**config.mk**
```make
export PLATFORM = sky130hd
export DESIGN_NAME = store_buffer_unit_flat
export DESIGN_NICKNAME = d
export VERILOG_FILES = /design/src/rtl/store_buffer_unit_if.sv /design/src/rtl/store_buffer_unit.sv /design/src/flat_wrapper.sv
export SDC_FILE = /design/constraint.sdc
export NUM_CORES = 1
export LEC_CHECK = 0
export BUFFER_PORTS_ARGS = -buffer_cell sky130_fd_sc_hd__clkbuf_2
export CORE_MARGIN = 2
export CORE_UTILIZATION = 50
export DETAILED_ROUTE_END_ITERATION = 8
export MAX_ROUTING_LAYER = met4
export PLACE_DENSITY_LB_ADDON = 0.08
export SLEW_MARGIN = 5
export SYNTH_ARGS = -nofsm -noshare
export SYNTH_HDL_FRONTEND = slang
export SYNTH_SLANG_ARGS = --single-unit
```
**constraint.sdc**
```tcl
create_clock -name clk_in -period 4.2 [get_ports clk_in]
set_clock_uncertainty 0.1 [all_clocks]
set_input_delay 0.42 -clock clk_in [delete_from_list [all_inputs] [get_ports clk_in]]
set_output_delay 0.42 -clock clk_in [all_outputs]
set_load 0.03 [all_outputs]
```
**src/rtl/store_buffer_unit_if.sv**
```systemverilog
// Execute-stage store request and AHB-Lite write-master signals of the store buffer unit.
// Modport slave is the store buffer's view; modport master is the driving environment.
interface store_buffer_unit_if #(
  parameter int XLEN   = 32,
  parameter int DEPTH  = 4,
  parameter int ADDR_W = 32
) ();
  logic [2:0]                   funct3_in;
  logic [ADDR_W-1:0]            addr_in;
  logic [XLEN-1:0]              rs2_in;
  logic                         mem_wr_req_in;
  logic                         ahb_ready_in;
  logic                         stall_out;
  logic                         exc_out;
  logic                         empty_out;
  logic [$clog2(DEPTH+1)-1:0]   count_out;
  logic [ADDR_W-1:0]            daddrs_out;
  logic [1:0]                   ahb_btrans_out;
  logic                         hwrite_out;
  logic [2:0]                   hsize_out;
  logic [XLEN-1:0]              data_out;
  logic [XLEN/8-1:0]            wr_mask_out;

  modport slave (
    input  funct3_in, addr_in, rs2_in, mem_wr_req_in, ahb_ready_in,
    output stall_out, exc_out, empty_out, count_out, daddrs_out,
           ahb_btrans_out, hwrite_out, hsize_out, data_out, wr_mask_out
  );

  modport master (
    output funct3_in, addr_in, rs2_in, mem_wr_req_in, ahb_ready_in,
    input  stall_out, exc_out, empty_out, count_out, daddrs_out,
           ahb_btrans_out, hwrite_out, hsize_out, data_out, wr_mask_out
  );
endinterface

```
**src/rtl/store_buffer_unit.sv**
```systemverilog
// Posted-write store buffer: lane-aligns SB/SH/SW/SD stores, queues them in a FIFO and
// drains them as pipelined AHB-Lite NONSEQ writes (address phase overlaps previous data phase).
module store_buffer_unit #(
  parameter int XLEN   = 32,
  parameter int DEPTH  = 4,
  parameter int ADDR_W = 32
) (
  input  logic                 clk_in,
  input  logic                 rst_in,
  store_buffer_unit_if.slave   bus
);
  localparam int STRB_W = XLEN / 8;
  localparam int OFF_W  = $clog2(STRB_W);
  localparam int PTR_W  = $clog2(DEPTH);
  localparam int CNT_W  = $clog2(DEPTH + 1);

  logic [OFF_W-1:0]  off_s;
  logic [1:0]        size_s;
  logic [XLEN-1:0]   dmask_s;
  logic [STRB_W-1:0] smask_s;
  logic              misaligned_s;
  logic              illegal_s;
  logic              exc_s;
  logic              full_s;
  logic              push_s;
  logic              pop_s;
  logic              head_valid_s;
  logic [XLEN-1:0]   entry_data_s;
  logic [STRB_W-1:0] entry_mask_s;

  logic [ADDR_W-1:0] addr_q_r [DEPTH];
  logic [XLEN-1:0]   data_q_r [DEPTH];
  logic [STRB_W-1:0] mask_q_r [DEPTH];
  logic [1:0]        size_q_r [DEPTH];

  logic [PTR_W-1:0]  wr_ptr_r;
  logic [PTR_W-1:0]  rd_ptr_r;
  logic [CNT_W-1:0]  count_r;
  logic              dp_valid_r;
  logic [XLEN-1:0]   dp_data_r;
  logic [STRB_W-1:0] dp_mask_r;

  assign off_s  = bus.addr_in[OFF_W-1:0];
  assign size_s = bus.funct3_in[1:0];

  // Size decode: data/strobe masks and natural-alignment check per access size
  always_comb begin
    dmask_s      = {XLEN{1'b0}};
    smask_s      = {STRB_W{1'b0}};
    misaligned_s = 1'b0;
    case (size_s)
      2'b00: begin
        dmask_s      = XLEN'(8'hFF);
        smask_s      = STRB_W'(1'b1);
        misaligned_s = 1'b0;
      end
      2'b01: begin
        dmask_s      = XLEN'(16'hFFFF);
        smask_s      = STRB_W'(2'b11);
        misaligned_s = bus.addr_in[0];
      end
      2'b10: begin
        dmask_s      = XLEN'(32'hFFFF_FFFF);
        smask_s      = STRB_W'(4'hF);
        misaligned_s = (bus.addr_in[1:0] != 2'b00);
      end
      2'b11: begin
        dmask_s      = {XLEN{1'b1}};
        smask_s      = {STRB_W{1'b1}};
        misaligned_s = (off_s != {OFF_W{1'b0}});
      end
      default: begin
        dmask_s      = {XLEN{1'b0}};
        smask_s      = {STRB_W{1'b0}};
        misaligned_s = 1'b0;
      end
    endcase
  end

  // SD only exists on a 64-bit datapath
  assign illegal_s    = bus.funct3_in[2] | ((size_s == 2'b11) && (XLEN == 32));
  assign exc_s        = bus.mem_wr_req_in & (misaligned_s | illegal_s);
  assign full_s       = (count_r == CNT_W'(DEPTH));
  assign push_s       = bus.mem_wr_req_in & ~full_s & ~exc_s;
  assign head_valid_s = (count_r != {CNT_W{1'b0}});
  assign pop_s        = head_valid_s & bus.ahb_ready_in;

  assign entry_data_s = (bus.rs2_in & dmask_s) << {off_s, 3'b000};
  assign entry_mask_s = smask_s << off_s;

  // FIFO pointers and occupancy
  always_ff @(posedge clk_in or posedge rst_in) begin
    if (rst_in) begin
      wr_ptr_r <= {PTR_W{1'b0}};
      rd_ptr_r <= {PTR_W{1'b0}};
      count_r  <= {CNT_W{1'b0}};
    end else begin
      if (push_s) begin
        wr_ptr_r <= wr_ptr_r + PTR_W'(1);
      end
      if (pop_s) begin
        rd_ptr_r <= rd_ptr_r + PTR_W'(1);
      end
      case ({push_s, pop_s})
        2'b10:   count_r <= count_r + CNT_W'(1);
        2'b01:   count_r <= count_r - CNT_W'(1);
        default: count_r <= count_r;
      endcase
    end
  end

  // Entry storage; contents are only meaningful between push and pop
  always_ff @(posedge clk_in) begin
    if (push_s) begin
      addr_q_r[wr_ptr_r] <= bus.addr_in;
      data_q_r[wr_ptr_r] <= entry_data_s;
      mask_q_r[wr_ptr_r] <= entry_mask_s;
      size_q_r[wr_ptr_r] <= size_s;
    end
  end

  // Data-phase register: loads on address acceptance, retires on the next HREADY edge
  always_ff @(posedge clk_in or posedge rst_in) begin
    if (rst_in) begin
      dp_valid_r <= 1'b0;
      dp_data_r  <= {XLEN{1'b0}};
      dp_mask_r  <= {STRB_W{1'b0}};
    end else if (bus.ahb_ready_in) begin
      if (pop_s) begin
        dp_valid_r <= 1'b1;
        dp_data_r  <= data_q_r[rd_ptr_r];
        dp_mask_r  <= mask_q_r[rd_ptr_r];
      end else begin
        dp_valid_r <= 1'b0;
        dp_mask_r  <= {STRB_W{1'b0}};
      end
    end
  end

  assign bus.stall_out      = full_s;
  assign bus.exc_out        = exc_s;
  assign bus.empty_out      = ~head_valid_s & ~dp_valid_r;
  assign bus.count_out      = count_r;
  assign bus.ahb_btrans_out = head_valid_s ? 2'b10 : 2'b00;
  assign bus.hwrite_out     = head_valid_s;
  assign bus.daddrs_out     = head_valid_s ? addr_q_r[rd_ptr_r] : {ADDR_W{1'b0}};
  assign bus.hsize_out      = head_valid_s ? {1'b0, size_q_r[rd_ptr_r]} : 3'b000;
  assign bus.data_out       = dp_data_r;
  assign bus.wr_mask_out    = dp_mask_r;
endmodule

```
**src/flat_wrapper.sv**
```systemverilog
// flat-port wrapper written by rule: the top's interface ports become plain ports
module store_buffer_unit_flat 
#(
  parameter int XLEN   = 32,
  parameter int DEPTH  = 4,
  parameter int ADDR_W = 32
)
  (clk_in, rst_in, bus_funct3_in, bus_addr_in, bus_rs2_in, bus_mem_wr_req_in, bus_ahb_ready_in, bus_stall_out, bus_exc_out, bus_empty_out, bus_count_out, bus_daddrs_out, bus_ahb_btrans_out, bus_hwrite_out, bus_hsize_out, bus_data_out, bus_wr_mask_out);
  store_buffer_unit_if #(.XLEN(XLEN), .DEPTH(DEPTH), .ADDR_W(ADDR_W)) bus_i ();
  input  logic clk_in;
  input  logic rst_in;
  input wire logic [$bits(bus_i.funct3_in)-1:0] bus_funct3_in;
  input wire logic [$bits(bus_i.addr_in)-1:0] bus_addr_in;
  input wire logic [$bits(bus_i.rs2_in)-1:0] bus_rs2_in;
  input wire logic [$bits(bus_i.mem_wr_req_in)-1:0] bus_mem_wr_req_in;
  input wire logic [$bits(bus_i.ahb_ready_in)-1:0] bus_ahb_ready_in;
  output wire logic [$bits(bus_i.stall_out)-1:0] bus_stall_out;
  output wire logic [$bits(bus_i.exc_out)-1:0] bus_exc_out;
  output wire logic [$bits(bus_i.empty_out)-1:0] bus_empty_out;
  output wire logic [$bits(bus_i.count_out)-1:0] bus_count_out;
  output wire logic [$bits(bus_i.daddrs_out)-1:0] bus_daddrs_out;
  output wire logic [$bits(bus_i.ahb_btrans_out)-1:0] bus_ahb_btrans_out;
  output wire logic [$bits(bus_i.hwrite_out)-1:0] bus_hwrite_out;
  output wire logic [$bits(bus_i.hsize_out)-1:0] bus_hsize_out;
  output wire logic [$bits(bus_i.data_out)-1:0] bus_data_out;
  output wire logic [$bits(bus_i.wr_mask_out)-1:0] bus_wr_mask_out;
  assign bus_i.funct3_in = bus_funct3_in;
  assign bus_i.addr_in = bus_addr_in;
  assign bus_i.rs2_in = bus_rs2_in;
  assign bus_i.mem_wr_req_in = bus_mem_wr_req_in;
  assign bus_i.ahb_ready_in = bus_ahb_ready_in;
  assign bus_stall_out = bus_i.stall_out;
  assign bus_exc_out = bus_i.exc_out;
  assign bus_empty_out = bus_i.empty_out;
  assign bus_count_out = bus_i.count_out;
  assign bus_daddrs_out = bus_i.daddrs_out;
  assign bus_ahb_btrans_out = bus_i.ahb_btrans_out;
  assign bus_hwrite_out = bus_i.hwrite_out;
  assign bus_hsize_out = bus_i.hsize_out;
  assign bus_data_out = bus_i.data_out;
  assign bus_wr_mask_out = bus_i.wr_mask_out;
  store_buffer_unit #(.XLEN(XLEN), .DEPTH(DEPTH), .ADDR_W(ADDR_W)) u_core (.clk_in(clk_in), .rst_in(rst_in), .bus(bus_i));
endmodule
```
# Yosys cells after proc, flatten, opt, wreduce, memory -nomap -nowiden
# Memory sizes are Yosys's and may differ from the RTL's. A register that Yosys moved wholly into a read port is not among the register bits.
# Cells that the tools add are included.
# word_totals
regBits	12
ramBits	280
input_bits	71
out_inout_bits	80
memories	4
# classes
add_sub_neg	4
n_eq_ne	6
shift	2
muxes	11
bitwise	12
n_reduce_logical	6
# mem_list
name	depth	word_bits	rd	rd_clocked_by_memory_dff	write_ports	line	rtl
u_core.addr_q_r	4	32	1	0	1	store_buffer_unit.sv:31	logic [ADDR_W-1:0] addr_q_r [DEPTH];
u_core.data_q_r	4	32	1	1	1	store_buffer_unit.sv:32	logic [XLEN-1:0] data_q_r [DEPTH];
u_core.mask_q_r	4	4	1	0	1	store_buffer_unit.sv:33	logic [STRB_W-1:0] mask_q_r [DEPTH];
u_core.size_q_r	4	2	1	0	1	store_buffer_unit.sv:34	logic [1:0] size_q_r [DEPTH];
# ops
op	n
$pmux 32 s3	1
$and 32x32->32	1
$mux 32	1
$shl 32x5->32	1
$pmux 4 s3	1
$eq 2x2->1 const B	3
$pmux 3 s2	1
$and 1x1->1	5
$add 2x1->2 const B	2
$eq 2x1->1 const B	2
$mux 2	2
$mux 4	1
$not 1->1	4
$reduce_bool 2->1	2
$shl 4x2->4	1
$add 3x1->3 const B	1
$eq 3x3->1 const B	1
$mux 1	3
$pmux 1 s3	1
$reduce_bool 3->1	1
$sub 3x1->3 const B	1
$logic_not 2->1	1
$or 1x1->1	2
$reduce_and 2->1	1
$reduce_or 2->1	1

# Depth between registers and ports, before layout
# depth
word_depth	9
depth_mapped	11
mapped_depth_nobuf	10

# Worst setup path before layout
# No wires, ideal clock.
# synth_path
kind	register -> register
startpoint	register u_core.count_r[0], in the netlist u_core.bus.count_out[0]
endpoint	memory u_core.addr_q_r[0][0] (enable)
setup_time_ns	0.436
t_arrival_ns	3.069
required_time_ns	3.664
setup_slack_ns	0.595
stages_incl_launch_ff	5
path_buffers	0
period_less_slack_ns	3.605
path_cell_list	dfrtp_1 inv_1 and3_1 nor4b_4 and2_1
# synth_between
elab_chain_cells	6
# synth_rtl
item	line	rtl
start, declared	store_buffer_unit.sv:38	logic [CNT_W-1:0] count_r;
start signal, assigned	store_buffer_unit.sv:96	count_r <= {CNT_W{1'b0}};
start signal, assigned	store_buffer_unit.sv:105	2'b10: count_r <= count_r + CNT_W'(1);
start signal, assigned	store_buffer_unit.sv:106	2'b01: count_r <= count_r - CNT_W'(1);
$eq 3x3->1	store_buffer_unit.sv:83	assign full_s = (count_r == CNT_W'(DEPTH));
named net bus_stall_out	flat_wrapper.sv:17	output wire logic [$bits(bus_i.stall_out)-1:0] bus_stall_out;
$not 1->1	store_buffer_unit.sv:84	assign push_s = bus.mem_wr_req_in & ~full_s & ~exc_s;
$and 1x1->1 (2 in a row)	store_buffer_unit.sv:84	
$mux 1	store_buffer_unit.sv:114	if (push_s) begin
$mux 1 (not written as such)	store_buffer_unit.sv:115	addr_q_r[wr_ptr_r] <= bus.addr_in;
end, declared	store_buffer_unit.sv:31	
# The timed path passes the listed nets, and every way through them passes these cells.

# Final worst setup path
# layout_path
startpoint	register u_core.rd_ptr_r[0]
endpoint	output port bus_daddrs_out[0]
# layout_between
elab_chain_cells	2
# layout_rtl
item	line	rtl
start, declared	store_buffer_unit.sv:37	logic [PTR_W-1:0] rd_ptr_r;
start signal, assigned	store_buffer_unit.sv:95	rd_ptr_r <= {PTR_W{1'b0}};
start signal, assigned	store_buffer_unit.sv:102	rd_ptr_r <= rd_ptr_r + PTR_W'(1);
$mem_v2 4x32	--	
$mux 32	store_buffer_unit.sv:146	assign bus.daddrs_out = head_valid_s ? addr_q_r[rd_ptr_r] : {ADDR_W{1'b0}};
end, declared	flat_wrapper.sv:21	output wire logic [$bits(bus_i.daddrs_out)-1:0] bus_daddrs_out;
# Every way passes these cells.

==> flow_summary.ini <==
[clocking]
cts_tree = yes
clk_latency_ps = 510
clock_path_buffers = 3
cts_sinks = 324
hold_buffers = 0
cts-root-buf = clkbuf_16
htreeDepth = 2
clk_pin_slew_ps = 60
cts_buffers = 35
post_cts_buffers = 0
post_cts_resized = 0

[setup_path]
crit_type = reg2out
timing.rr.start = u_core.bus.count_out[0]
startpoint_type = flip-flop
slowest_delay_ps = 910
end_kind = output pin
worst-endpoint-required_ps = 3680
crit_fanout = 35
r2r_setup_slack_ps = 1640
setup.worst_path.end = bus_daddrs_out[0]
regToRegEndpoint = u_core.size_q_r[2][0]
r2r_cells = 5
crit_start = u_core.rd_ptr_r[0]
crit_chain = mux4_2 > and2_1 > clkbuf_2
arrival_ps = 2400
slowest_stage = dfrtp_4

[drt]
wl_mm = 25.6
detail-route-antenna-nets = 0
drt_iter0_drc = 570
drc = 0
avgViaCountPerCell = 5.43
wl_per_cell_um = 20.9
dr.pass1.iters = 4
dr_total_vias = 6664

[power_and_ir_drop]
powerDensity_nw_per_um2 = 671
total_power_mw = 10.1
p_switching_mw = 3.34
p_clk_share_pct = 28.1
p_comb_share_pct = 30.3
p_seq_share_pct = 41.6
switching_share_pct = 33.1
internal-power_mw = 6.75
irDropWorstVdd_mv = 0.506
power.leakage_nw = 5.54

[synth]
ys_dominant_reg_cell = edfxtp_1
ys_ff_latch = 324
synth_edf_count = 280
yosysMostFrequentCell = edfxtp_1
synth_cell_type_count = 37
async_reset_ff_share_pct = 13.6
seq_area_frac_synth_pct = 73.6
synth_area_sq_um = 12900
syn_inst = 717
yosys.area.top_type = edfxtp_1
yosys_warnings = 0
yosys-top-cells-area = edfxtp_1, mux4_2, dfrtp_1, nand2_1, and2_1
synth.top_cell.area_share_pct = 65.1
avgSynthCellArea_sq_um = 18.0
synth_common_cells = edfxtp_1, nand2_1, mux4_2, and2_1, dfrtp_1

[finish]
n_fill_cell = 1926
layout.area.seq_sq_um = 9520
multi_input_area_sq_um = 3110
drive_gt1_share_pct = 33.7
n_antenna_cell = 0
fin_nets = 949
area_growth_pct = 16.5
fin_cells = 1227

[timing]
fin_crit_ps = 2920
final-max-slew-violation-count = 0
tightest_slew_ps = 1000
max_freq_mhz = 342
slew_headroom_pct = 33.0
finalSetupTns_ps = 0
period_share_pct = 69.6
setup_viol = 0
hold_viol = 0
rsz0062_at_grt = false

[min_path]
hp-class = in2reg

[global_route]
grt.total_usage_pct = 20.0
antenna_found_initial = 0
grt_pass1_wl_mm = 39.0
grt_remaining_overflow = 0
grt_max_degree = 48
grt_pass1_vias = 6984

[floorplanning]
rows = 58
fp.dieW_um = 165
io_pins = 151
initial_core_util_pct = 51.1
dieArea_sq_um = 27100
core_sq_um = 25300
chipHeight_um = 165

[place]
hpwl_mm = 15.6
port_buffers = 148
place.gp.congestion = 0.879
dp_cells = 1165

[run_status]
status = finished, final reports clean

[run]
cap_violations = 0
-- worst min path at each step --
| stage | slack (ps) | to | depth (start not counted) | startpoint |
|---|---|---|---|---|
| floorplan | 410 | u_core.dp_valid_r | 2 | u_core.dp_valid_r |
| global placement | 360 | u_core.bus.data_out[26] | 2 | u_core.bus.data_out[26] |
| detailed placement | 360 | u_core.bus.data_out[6] | 2 | u_core.bus.data_out[6] |
| CTS | 20 | u_core.addr_q_r[3][31] | 1 | bus_addr_in[31] |
| global route | 20 | u_core.addr_q_r[2][17] | 1 | bus_addr_in[17] |
| finish | 40 | u_core.addr_q_r[2][10] | 1 | bus_addr_in[10] |
-- flip-flops by register name, summed over array words and instances, names as in the netlist --
register	count
u_core.dp_valid_r	1
u_core.addr_q_r	128
u_core.rd_ptr_r	2
u_core.bus.wr_mask_out	4
u_core.size_q_r	8
u_core.data_q_r	128
u_core.bus.count_out	3
u_core.bus.data_out	32
u_core.mask_q_r	16
u_core.wr_ptr_r	2
-- worst max-delay path, delay by kind of cell, from the launching register on --
family	cells	cell delay [ps]
and+or+nand+nor	1	200
DFF	1	910
buffers and inverters	1	190
muxes	1	590
-- routing by layer --
layer | GRT usage (%) | vias to the layer above | wire length (um) | share of wire [%]
li1 | - | 3034 | - | -
met1 | 27.3 | 3408 | 11200 | 44
met2 | 31.3 | 184 | 12600 | 49
met3 | 3.54 | 38 | 1290 | 5.0
met4 | 5.93 | 0 | 485 | 1.9
met5 | - | - | 0 | 0
-- stage by stage --
step                hold WS, ps  instance area [sq um]  util, %  setup slack (ps)
floorplan                   408                  12900        -               595
global placement            357                  14000     55.3              1260
detailed placement          361                  14000     55.3              1200
CTS                        18.2                  15000     59.6              1200
global route               19.4                  15000     59.6              1130
finish                     38.4                  15000     59.6              1280
-- layout by cell type, fill, tap and decap left out, types with 2 or more instances in the layout --
cell         n
mux2i_1      9
a22oi_1      8
clkbuf_1    10
clkinv_2     3
o22ai_1      5
mux4_2      70
buf_4        5
buf_12       5
nand2_2     11
o21ai_0     24
clkbuf_2   148
nand2b_1     2
xnor2_1      4
mux2_2       7
a21oi_1      6
nand2_1    104
dfrtp_1     42
nor3_1       2
xor2_1       2
and2_1      46
and2_4       4
clkinv_1     8
dfrtp_4      2
conb_1       2
inv_1       13
ha_1         5
nor3b_1      4
clkbuf_16   37
inv_2        2
edfxtp_1   280
nor2_1      13
-- layout make-up --
cell class / count / area share (%)
multi-input combinational: 338 / 20.7
clock buffer: 48 / 6.49
sequential: 324 / 63.3
timing repair buffer: 158 / 5.84
tap: 330 / 2.74
clock inverter: 14 / 0.607
inverter: 15 / 0.374
-- power by group through the flow --
stage | sequential, mW | combinational, mW | clock (mW)
final | 4.20 | 3.06 | 2.84
after global routing | 4.26 | 3.30 | 3.04
after global placement | 4.25 | 3.08 | 0
after detailed placement | 4.27 | 3.10 | 0
after CTS | 4.21 | 3.12 | 2.91
after floorplan | 4.41 | 2.11 | 0
-- kinds of logic (layout without fill, tap and decap cells) --
logic type / count (synthesis) / in the layout / synth area share (%)
other cells: 1 / 2 / 0.0290
buf+inv: 56 / 235 / 2.38
xor+xnor: 6 / 6 / 0.407
simple gates: 191 / 191 / 7.26
compound gates: 46 / 46 / 2.03
mux: 87 / 87 / 13.6
flops: 324 / 324 / 73.6
fa+ha+maj: 6 / 6 / 0.639
(Power assumes the default switching activity.)
